`config.mk`:
```
export PLATFORM = sky130hd
export DESIGN_NAME = matrix_sequencer
export DESIGN_NICKNAME = d
export VERILOG_FILES = /design/src/rtl/matrix_pkg.sv /design/src/rtl/mseq_counter.sv /design/src/rtl/matrix_sequencer.sv
export SDC_FILE = /design/constraint.sdc
export NUM_CORES = 1
export LEC_CHECK = 0
export CAP_MARGIN = 30
export CORE_MARGIN = 4
export CORE_UTILIZATION = 55
export CTS_BUF_LIST = sky130_fd_sc_hd__clkbuf_16
export DETAILED_ROUTE_END_ITERATION = 6
export GPL_TIMING_DRIVEN = 0
export PLACE_DENSITY = 0.87
export SLEW_MARGIN = 15
export SYNTH_ARGS = -nofsm -noshare
export SYNTH_HDL_FRONTEND = slang
export SYNTH_SLANG_ARGS = --single-unit
```
`constraint.sdc`:
```
create_clock -name clock -period 1.84 [get_ports clock]
set_input_delay 0.184 -clock clock [delete_from_list [all_inputs] [get_ports clock]]
set_output_delay 0.184 -clock clock [all_outputs]
set_load 0.02 [all_outputs]
```
`src/rtl/matrix_pkg.sv`:
```
// Shared MatrixCore definitions: sequencer state encoding and array dimensions
// used by both the sequencer and the MatrixCore datapath.
package matrix_pkg;

   localparam int MATRIX_ROW_SIZE    = 16;
   localparam int MATRIX_COLUMN_SIZE = 16;

   typedef enum logic [2:0] {
      MSEQ_IDLE     = 3'd0,
      MSEQ_LOAD     = 3'd1,
      MSEQ_WAIT_SET = 3'd2,
      MSEQ_COMPUTE  = 3'd3,
      MSEQ_DRAIN    = 3'd4,
      MSEQ_DONE     = 3'd5
   } mseq_state_t;

   function automatic logic mseq_is_busy(input mseq_state_t s);
      return (s != MSEQ_IDLE);
   endfunction

endpackage

```
`src/rtl/mseq_counter.sv`:
```
// Clear/increment counter with a terminal-count flag compared against a
// runtime value, so the same block serves fixed and job-dependent limits.
module mseq_counter #(
   parameter int W = 4
) (
   input  logic         clk_i,
   input  logic         rst_ni,
   input  logic         clr_i,
   input  logic         inc_i,
   input  logic [W-1:0] tc_val_i,
   output logic         tc_o
);

   logic [W-1:0] cnt_q;
   logic [W-1:0] cnt_d;

   // Clear has priority over increment.
   always_comb begin
      cnt_d = cnt_q;
      if (clr_i) begin
         cnt_d = {W{1'b0}};
      end else if (inc_i) begin
         cnt_d = cnt_q + W'(1'b1);
      end else begin
         cnt_d = cnt_q;
      end
   end

   // Count register.
   always_ff @(posedge clk_i or negedge rst_ni) begin
      if (!rst_ni) begin
         cnt_q <= {W{1'b0}};
      end else begin
         cnt_q <= cnt_d;
      end
   end

   assign tc_o = (cnt_q == tc_val_i);

endmodule

```
`src/rtl/matrix_sequencer.sv`:
```
// Control FSM sequencing one MatrixCore job: row load, set-flag wait, and one
// or more column passes. Optional busy-cycle counter under MSEQ_PERF_CNT_EN.
module matrix_sequencer
   import matrix_pkg::*;
#(
   parameter int ROW_SIZE    = MATRIX_ROW_SIZE,
   parameter int COLUMN_SIZE = MATRIX_COLUMN_SIZE,
   parameter int PASS_W      = 4,
   parameter int SET_TIMEOUT = 255
) (
   input  logic              clock,
   input  logic              reset,
   input  logic              start,
   input  logic [PASS_W-1:0] passes,
   input  logic              abort,
   output logic              busy,
   output logic              done,
   output logic              error,
   input  logic              row_valid,
   output logic              row_ready,
   output logic              rb_enable,
   output logic              rb_dendFlag,
   input  logic              rb_dsetFlag,
   output logic              mm_columnEnable,
   output logic              uj_selector
`ifdef MSEQ_PERF_CNT_EN
   ,
   output logic [31:0]       perf_cycles
`endif
);

   localparam int ROW_W = $clog2(ROW_SIZE + 1);
   localparam int COL_W = $clog2(COLUMN_SIZE + 1);
   localparam int TMO_W = $clog2(SET_TIMEOUT + 1);
   localparam logic [PASS_W-1:0] PASS_ONE = PASS_W'(1);

   mseq_state_t       state_q, state_d;
   logic [PASS_W-1:0] passes_q, passes_d;
   logic              busy_q, busy_d;
   logic              done_q, done_d;
   logic              error_q, error_d;
   logic              col_en_q, col_en_d;
   logic              sel_q, sel_d;

   logic row_clr_s, row_tc_s;
   logic col_clr_s, col_inc_s, col_tc_s;
   logic pass_clr_s, pass_inc_s, pass_tc_s;
   logic tmo_clr_s, tmo_inc_s, tmo_tc_s;

   assign row_ready   = (state_q == MSEQ_LOAD);
   assign rb_enable   = row_valid & row_ready;
   assign rb_dendFlag = rb_enable & row_tc_s;

   // Each counter is cleared whenever it is outside its owning state.
   assign row_clr_s  = (state_q != MSEQ_LOAD) | abort | (rb_enable & row_tc_s);
   assign col_clr_s  = (state_q != MSEQ_COMPUTE) | abort | col_tc_s;
   assign col_inc_s  = (state_q == MSEQ_COMPUTE);
   assign pass_clr_s = (state_q == MSEQ_IDLE) | (state_q == MSEQ_DONE) | abort;
   assign pass_inc_s = (state_q == MSEQ_DRAIN);
   assign tmo_clr_s  = (state_q != MSEQ_WAIT_SET) | abort | rb_dsetFlag;
   assign tmo_inc_s  = (state_q == MSEQ_WAIT_SET);

   mseq_counter #(.W(ROW_W)) u_row_cnt (
      .clk_i    (clock),
      .rst_ni   (reset),
      .clr_i    (row_clr_s),
      .inc_i    (rb_enable),
      .tc_val_i (ROW_W'(ROW_SIZE - 1)),
      .tc_o     (row_tc_s)
   );

   mseq_counter #(.W(COL_W)) u_col_cnt (
      .clk_i    (clock),
      .rst_ni   (reset),
      .clr_i    (col_clr_s),
      .inc_i    (col_inc_s),
      .tc_val_i (COL_W'(COLUMN_SIZE - 1)),
      .tc_o     (col_tc_s)
   );

   mseq_counter #(.W(PASS_W)) u_pass_cnt (
      .clk_i    (clock),
      .rst_ni   (reset),
      .clr_i    (pass_clr_s),
      .inc_i    (pass_inc_s),
      .tc_val_i (passes_q - PASS_ONE),
      .tc_o     (pass_tc_s)
   );

   mseq_counter #(.W(TMO_W)) u_tmo_cnt (
      .clk_i    (clock),
      .rst_ni   (reset),
      .clr_i    (tmo_clr_s),
      .inc_i    (tmo_inc_s),
      .tc_val_i (TMO_W'(SET_TIMEOUT - 1)),
      .tc_o     (tmo_tc_s)
   );

   // Next-state logic; abort takes priority in every non-idle state.
   always_comb begin
      state_d  = state_q;
      passes_d = passes_q;
      error_d  = 1'b0;
      case (state_q)
         MSEQ_IDLE: begin
            if (start) begin
               state_d  = MSEQ_LOAD;
               passes_d = (passes == {PASS_W{1'b0}}) ? PASS_ONE : passes;
            end else begin
               state_d = MSEQ_IDLE;
            end
         end
         MSEQ_LOAD: begin
            if (abort) begin
               state_d = MSEQ_IDLE;
            end else if (rb_enable && row_tc_s) begin
               state_d = MSEQ_WAIT_SET;
            end else begin
               state_d = MSEQ_LOAD;
            end
         end
         MSEQ_WAIT_SET: begin
            if (abort) begin
               state_d = MSEQ_IDLE;
            end else if (rb_dsetFlag) begin
               state_d = MSEQ_COMPUTE;
            end else if (tmo_tc_s) begin
               state_d = MSEQ_IDLE;
               error_d = 1'b1;
            end else begin
               state_d = MSEQ_WAIT_SET;
            end
         end
         MSEQ_COMPUTE: begin
            if (abort) begin
               state_d = MSEQ_IDLE;
            end else if (col_tc_s) begin
               state_d = MSEQ_DRAIN;
            end else begin
               state_d = MSEQ_COMPUTE;
            end
         end
         MSEQ_DRAIN: begin
            if (abort) begin
               state_d = MSEQ_IDLE;
            end else if (pass_tc_s) begin
               state_d = MSEQ_DONE;
            end else begin
               state_d = MSEQ_COMPUTE;
            end
         end
         MSEQ_DONE: begin
            state_d = MSEQ_IDLE;
         end
         default: begin
            state_d = MSEQ_IDLE;
         end
      endcase
   end

   // Registered outputs are decoded from the next state so they align with it.
   always_comb begin
      busy_d   = mseq_is_busy(state_d);
      done_d   = (state_d == MSEQ_DONE);
      col_en_d = (state_d == MSEQ_COMPUTE);
      if (state_d != MSEQ_COMPUTE) begin
         sel_d = 1'b0;
      end else if (state_q == MSEQ_COMPUTE) begin
         sel_d = sel_q;
      end else begin
         sel_d = (state_q == MSEQ_DRAIN);
      end
   end

   // State, latched pass count and output registers.
   always_ff @(posedge clock or negedge reset) begin
      if (!reset) begin
         state_q  <= MSEQ_IDLE;
         passes_q <= {PASS_W{1'b0}};
         busy_q   <= 1'b0;
         done_q   <= 1'b0;
         error_q  <= 1'b0;
         col_en_q <= 1'b0;
         sel_q    <= 1'b0;
      end else begin
         state_q  <= state_d;
         passes_q <= passes_d;
         busy_q   <= busy_d;
         done_q   <= done_d;
         error_q  <= error_d;
         col_en_q <= col_en_d;
         sel_q    <= sel_d;
      end
   end

   assign busy            = busy_q;
   assign done            = done_q;
   assign error           = error_q;
   assign mm_columnEnable = col_en_q;
   assign uj_selector     = sel_q;

`ifdef MSEQ_PERF_CNT_EN
   logic [31:0] perf_q, perf_d;

   // Busy-cycle count: cleared by an accepted start, saturating, held when idle.
   always_comb begin
      perf_d = perf_q;
      if ((state_q == MSEQ_IDLE) && start) begin
         perf_d = 32'd0;
      end else if (busy_q && (perf_q != 32'hFFFF_FFFF)) begin
         perf_d = perf_q + 32'd1;
      end else begin
         perf_d = perf_q;
      end
   end

   // Performance counter register.
   always_ff @(posedge clock or negedge reset) begin
      if (!reset) begin
         perf_q <= 32'd0;
      end else begin
         perf_q <= perf_d;
      end
   end

   assign perf_cycles = perf_q;
`endif

endmodule

```
==> After elaboration in Yosys (flattened, before gate mapping) <==
Index checks and enable logic that the tools add are counted.
{ "word_totals": {"regBits": 34, "inputBits": 10, "output_inout_bits": 8, "elab_cells": 77} }
{ "classes": {"n_addsub": 5, "n_eq_ne": 16, "n_mux": 26, "n_bitwise": 10, "reduce_logical": 9} }
{ "op_table": {"columns": ["cell", "n"], "rows": [
  ["5-bit two-way mux", 4],
  ["8-bit two-way mux", 2],
  ["3-bit one-hot mux with 5 select lines", 1],
  ["3-bit two-way mux", 4],
  ["4-bit two-way mux", 3],
  ["5-bit by 1-bit adder with 5-bit output (second input constant)", 2],
  ["5-bit by 4-bit == test with 1-bit output (second input constant)", 2],
  ["2-bit two-way mux", 5],
  ["3-bit by 2-bit == test with 1-bit output (second input constant)", 3],
  ["3-bit == test (second input constant)", 3],
  ["3-bit by 2-bit != test with 1-bit output (second input constant)", 3],
  ["8-bit by 1-bit adder with 8-bit output (second input constant)", 1],
  ["8-bit == test (second input constant)", 1],
  ["1-bit OR", 8],
  ["2-bit nonzero test", 4],
  ["1-bit two-way mux", 7],
  ["4-bit by 1-bit adder with 4-bit output (second input constant)", 1],
  ["4-bit == test", 1],
  ["4-bit zero test", 1],
  ["4-bit by 1-bit subtractor with 4-bit output (second input constant)", 1],
  ["3-bit by 1-bit == test with 1-bit output (second input constant)", 1],
  ["3-bit zero test", 1],
  ["3-bit by 1-bit != test with 1-bit output (second input constant)", 1],
  ["3-bit nonzero test", 1],
  ["4 further kinds", 5]
]} }

==> Longest topological paths before layout <==
{ "logic_depth": {"word_depth": 8, "mapped_depth": 7, "mapped_depth_nobuf": 7} }

==> Cells and area by module <==
From an unflattened synthesis, not the netlist that was laid out.
{ "unflattened": {"hier_cells": 204, "area_unflattened_um2": 1991.9} }
{ "by_module_without_submodules": {"columns": ["module", "n_inst", "cells_per_inst", "area_each_um2"], "rows": [
  ["matrix_sequencer", 1, 82, 738.2],
  ["mseq_counter at u_col_cnt ...", 2, 26, 271.5],
  ["mseq_counter at u_tmo_cnt", 1, 49, 476.7],
  ["mseq_counter at u_pass_cnt", 1, 21, 234.0]
]} }

==> Worst setup path before layout <==
OpenSTA, ideal clock, no wires.
{ "synth_timing": {"kind": "register -> register", "from": "register state_q[1]", "to": "register u_row_cnt.cnt_q[3]", "setup_time_ps": 122, "t_arrival_ps": 1871, "slack_ps": -153, "stages_incl_launch_ff": 8, "path_buffers": 1, "synth_period_minus_slack_ps": 1993, "path_cell_list": "dfrtp_1 > buf_2 > nor3b_1 > nand2_1 > inv_1 > nand4_1 > xor2_1 > nor2_1"} }
{ "synth_via": {"elab_chain_cells": 5} }
{ "synth_rtl": {"columns": ["element", "line_no", "text"], "rows": [
  ["start: declaration", "matrix_sequencer.sv:37", "mseq_state_t state_q, state_d;"],
  ["start signal: assignment", "matrix_sequencer.sv:186", "state_q <= state_d;"],
  ["3-bit by 1-bit == test with 1-bit output *", "matrix_sequencer.sv:50", "assign row_ready = (state_q == MSEQ_LOAD);"],
  ["net row_ready", "matrix_sequencer.sv:20", "output logic row_ready,"],
  ["1-bit AND *", "matrix_sequencer.sv:51", "assign rb_enable = row_valid & row_ready;"],
  ["net rb_enable", "matrix_sequencer.sv:21", "output logic rb_enable,"],
  ["1-bit AND", "matrix_sequencer.sv:55", "assign row_clr_s = (state_q != MSEQ_LOAD) | abort | (rb_enable & row_tc_s);"],
  ["1-bit OR", "matrix_sequencer.sv:55", null],
  ["5-bit two-way mux / 2-bit nonzero test (equally long branches)", null, null],
  ["end signal: assignment", "mseq_counter.sv:32", "cnt_q <= {W{1'b0}};"],
  ["end signal: assignment", "mseq_counter.sv:34", "cnt_q <= cnt_d;"],
  ["end: declaration", "mseq_counter.sv:14", "logic [W-1:0] cnt_q;"]
]} }
Mark *: on every way through the listed nets, which the timed path passes. The rest lies on a longest branch.
A chain may end at the register's enable or synchronous reset.

==> Worst setup path in the final report <==
{ "layout_timing": {"from": "register u_row_cnt.cnt_q[1]", "to": "output port rb_dendFlag"} }
{ "layout_via": {"elab_chain_cells": 2} }
{ "layout_rtl": {"columns": ["element", "line_no", "text"], "rows": [
  ["5-bit by 4-bit == test with 1-bit output", "mseq_counter.sv:38", "assign tc_o = (cnt_q == tc_val_i);"],
  ["1-bit AND", "matrix_sequencer.sv:52", "assign rb_dendFlag = rb_enable & row_tc_s;"],
  ["end: declaration", "matrix_sequencer.sv:22", "output logic rb_dendFlag,"]
]} }
Every way passes these cells.

==> flow_summary.json <==
{
  "outcome": "finished clean",
  "grt_overflow": 0,
  "hold_end": "u_pass_cnt.cnt_q[2]",
  "synth-compound-area-share": 0.0762,
  "dieHeight_um": 63.7,
  "synth_adder_area_share": 0.0586,
  "dominant_combinational_cell_family_by_area_after_synthesis": "simple AND/OR/NAND/NOR gates",
  "drc_markers": 0,
  "row_count": 19,
  "finalHoldViolCount": 0,
  "routedWlPerCell_um": 15.5,
  "irDropWorstVdd_v": 0.000723,
  "yosys.area_share.xor_xnor": 0.0821,
  "wl_um": 3520,
  "tritoncts": "yes",
  "async_set_reset_flop_share_out_of_synthesis": 1.00,
  "regToRegEndpoint": "uj_selector",
  "post-route-min-period_ns": 1.81,
  "preCtsSetupSlack_ns": -0.194,
  "worst_r2r_startpoint": "state_q[0]",
  "setup.worst_path.end_class": "output port",
  "cts_sinks": 34,
  "synth.area.mux_share": 0.0249,
  "cts.root.buffer_cell": "clkbuf_16",
  "hold_path_startpoint": "abort",
  "num_antenna_cells": 0,
  "worst-endpoint-required_ns": 1.66,
  "setup_slack_ns": 0.0338,
  "cts.reportedPaths.clkPinSlew_ns": 0.05,
  "met3_length_um": 165,
  "syn_area_um2": 1710,
  "finalHoldWorstSlack_ns": 0.194,
  "synth.ff_latch_count": 34,
  "worst-slew-pin-transition_ns": 0.728,
  "final_core_utilization": 0.737,
  "dpl.hpwl_um": 2350,
  "crit_fanout": 2,
  "finalPower_w": 0.00184,
  "drt-met1-wl_um": 1400,
  "holdCritPathClass": "in2reg",
  "worst-r2r-setup-slack_ns": 0.07,
  "synth_flop_cell": "dfrtp_1",
  "place.port_buffers": 16,
  "syn_nets": 186,
  "holdPathStages": 2,
  "syn_area_per_cell_um2": 10.2,
  "core-area_um2": 2850,
  "critPathLaunchType": "register",
  "topRoutingLayerUsed": "met4",
  "top_level_ports": 18,
  "viasPerCell": 5.74,
  "initial_antenna_violation_count": 0,
  "ant_nets": 0,
  "start_util": 0.599,
  "grt_setup_unrepaired": "true",
  "detail_route.first_pass.iterations": 4,
  "finalMaxSlewViolations": 0,
  "layout-drive-gt1-share": 0.138,
  "global_route_wire_length_before_repair_um": 5950,
  "maximum_number_of_pins_on_one_net_before_global_route_repair": 35,
  "crit_type": "reg2out",
  "max-cap-violations": 0,
  "area_growth_pct": 23.1,
  "timing.clock.skew_ns": 0.00394,
  "register_to_register_path_depth": 5,
  "route.vias.total": 1303,
  "post_dp_cell_area_um2": 1910,
  "final_min_period_over_clock_period": 0.982,
  "tritoncts.num_buffers": 5,
  "power.leakage_nw": 0.972,
  "global_router_s_overall_resource_usage": 0.193,
  "synth_edf_count": 0,
  "synth-seq-area-share": 0.498,
  "synthesis.instances": 168,
  "clk-insertion-delay-late_ns": 0.28,
  "die_w_um": 63.7,
  "clock_tree.htree_level_count": 2,
  "slew_headroom": 0.515,
  "clk_path_buf_depth": 2,
  "drt_first_iter_violations": 97,
  "timing.final.setup_violations": 0,
  "fmax_ghz": 0.554,
  "post_synth_num_cell_types": 37,
  "design.die.area_um2": 4060,
  "synth_warn": 0,
  "design.final.nets": 214,
  "met2_length_um": 1870,
  "critPathArrivalTime_ns": 1.62,
  "first_global_vias": 1330,
  "power-per-cell-area_nw_per_um2": 874,
  "final_area_um2": 2100,
  "globalplace.congestion": 0.834,
  "simple_logic_cell_fraction_of_the_synthesized_area": 0.232
}
## placed cells by master, fill, tap and decap left out, drive strengths merged, types with 4 or more instances in the layout
cell type      count
inv               10
o21ai              4
xor2              12
nand3              6
clkdlybuf4s50     12
xnor2              4
a21oi              4
buf               10
nor2              28
clkbuf             6
nand2              8
ha                 8
and2               4
nor3               6
dfrtp             34
## critical path, stage by stage (launching register included)
cell	delay [ns]
dfrtp_1	0.39
ha_2	0.19
and3_4	0.17
ha_2	0.17
and2_4	0.16
and2_4	0.15
buf_6	0.12
## logic make-up after synthesis
logic type	after synthesis
xor+xnor	16
buf+inv	12
simple gates	75
compound gates	19
fa+ha+maj	8
mux	4
flops	34
## state kept, by name, summed over array words and instances (netlist names)
name / cells
u_pass_cnt.cnt_q: 4
busy: 1
uj_selector: 1
u_col_cnt.cnt_q: 5
passes_q: 4
done: 1
u_tmo_cnt.cnt_q: 8
error: 1
state_q: 3
mm_columnEnable: 1
u_row_cnt.cnt_q: 5
## repair_timing
action | in CTS | in global routing
hold buffers | 1 | 0
resized for setup | 10 | 9
pin swaps | 0 | 1
buffers inserted | 1 | 3
setup endpoints to repair | 6 | 3
endpoints found under the hold margin | 34 | 0
## where the power goes
part	internal, W	switching, W
clock network	0.000481	0.000272
logic	0.000120	0.000154
registers	0.000785	0.0000251
total	0.00139	0.000451
## cells in the mapped netlist, drive strengths merged, types with 4 or more instances
| master | number | share of area |
|---|---|---|
| a21oi | 4 | 0.012 |
| and2 | 4 | 0.015 |
| dfrtp | 34 | 0.50 |
| ha | 8 | 0.059 |
| inv | 8 | 0.018 |
| nand2 | 8 | 0.018 |
| nand3 | 6 | 0.018 |
| nor2 | 28 | 0.062 |
| nor3 | 6 | 0.018 |
| o21ai | 4 | 0.012 |
| xnor2 | 4 | 0.021 |
| xor2 | 12 | 0.062 |
## final cells by class
class | instances | area [µm²]
sequential | 34 | 852
multi-input combinational | 122 | 840
fill | 192 | 751
timing repair buffer | 21 | 190
clock buffer | 5 | 125
tap | 31 | 38.8
inverter | 8 | 30.0
buffer | 4 | 18.8
clock inverter | 2 | 7.51
## metal layers
metal	track usage	vias up
met5	0	-
met1	0.219	633
met3	0.0622	12
met2	0.327	26
met4	0.0943	0
li1	-	632
## worst max path at each step
| stage | start | endpoint | slack (ns) |
|---|---|---|---|
| 4_1_cts | u_row_cnt.cnt_q[1] | rb_dendFlag | -0.06 |
| 6_report | u_row_cnt.cnt_q[1] | rb_dendFlag | 0.03 |
| 2_1_floorplan | state_q[1] | u_row_cnt.cnt_q[3] | 0.12 |
| 3_5_place_dp | u_row_cnt.cnt_q[0] | rb_dendFlag | -0.19 |
| 5_1_grt | state_q[1] | rb_enable | -0.02 |
| 3_3_place_gp | u_row_cnt.cnt_q[0] | rb_dendFlag | -0.16 |
## through the flow
| step | TNS [ns] | cells |
|---|---|---|
| after floorplan | 0 | 168 |
| after global placement | -1.82 | 215 |
| after detailed placement | -0.251 | 215 |
| after CTS | -0.0611 | 224 |
| after global routing | -0.0362 | 227 |
| final | 0 | 227 |
Note: power is estimated with default switching activity, not from simulation.
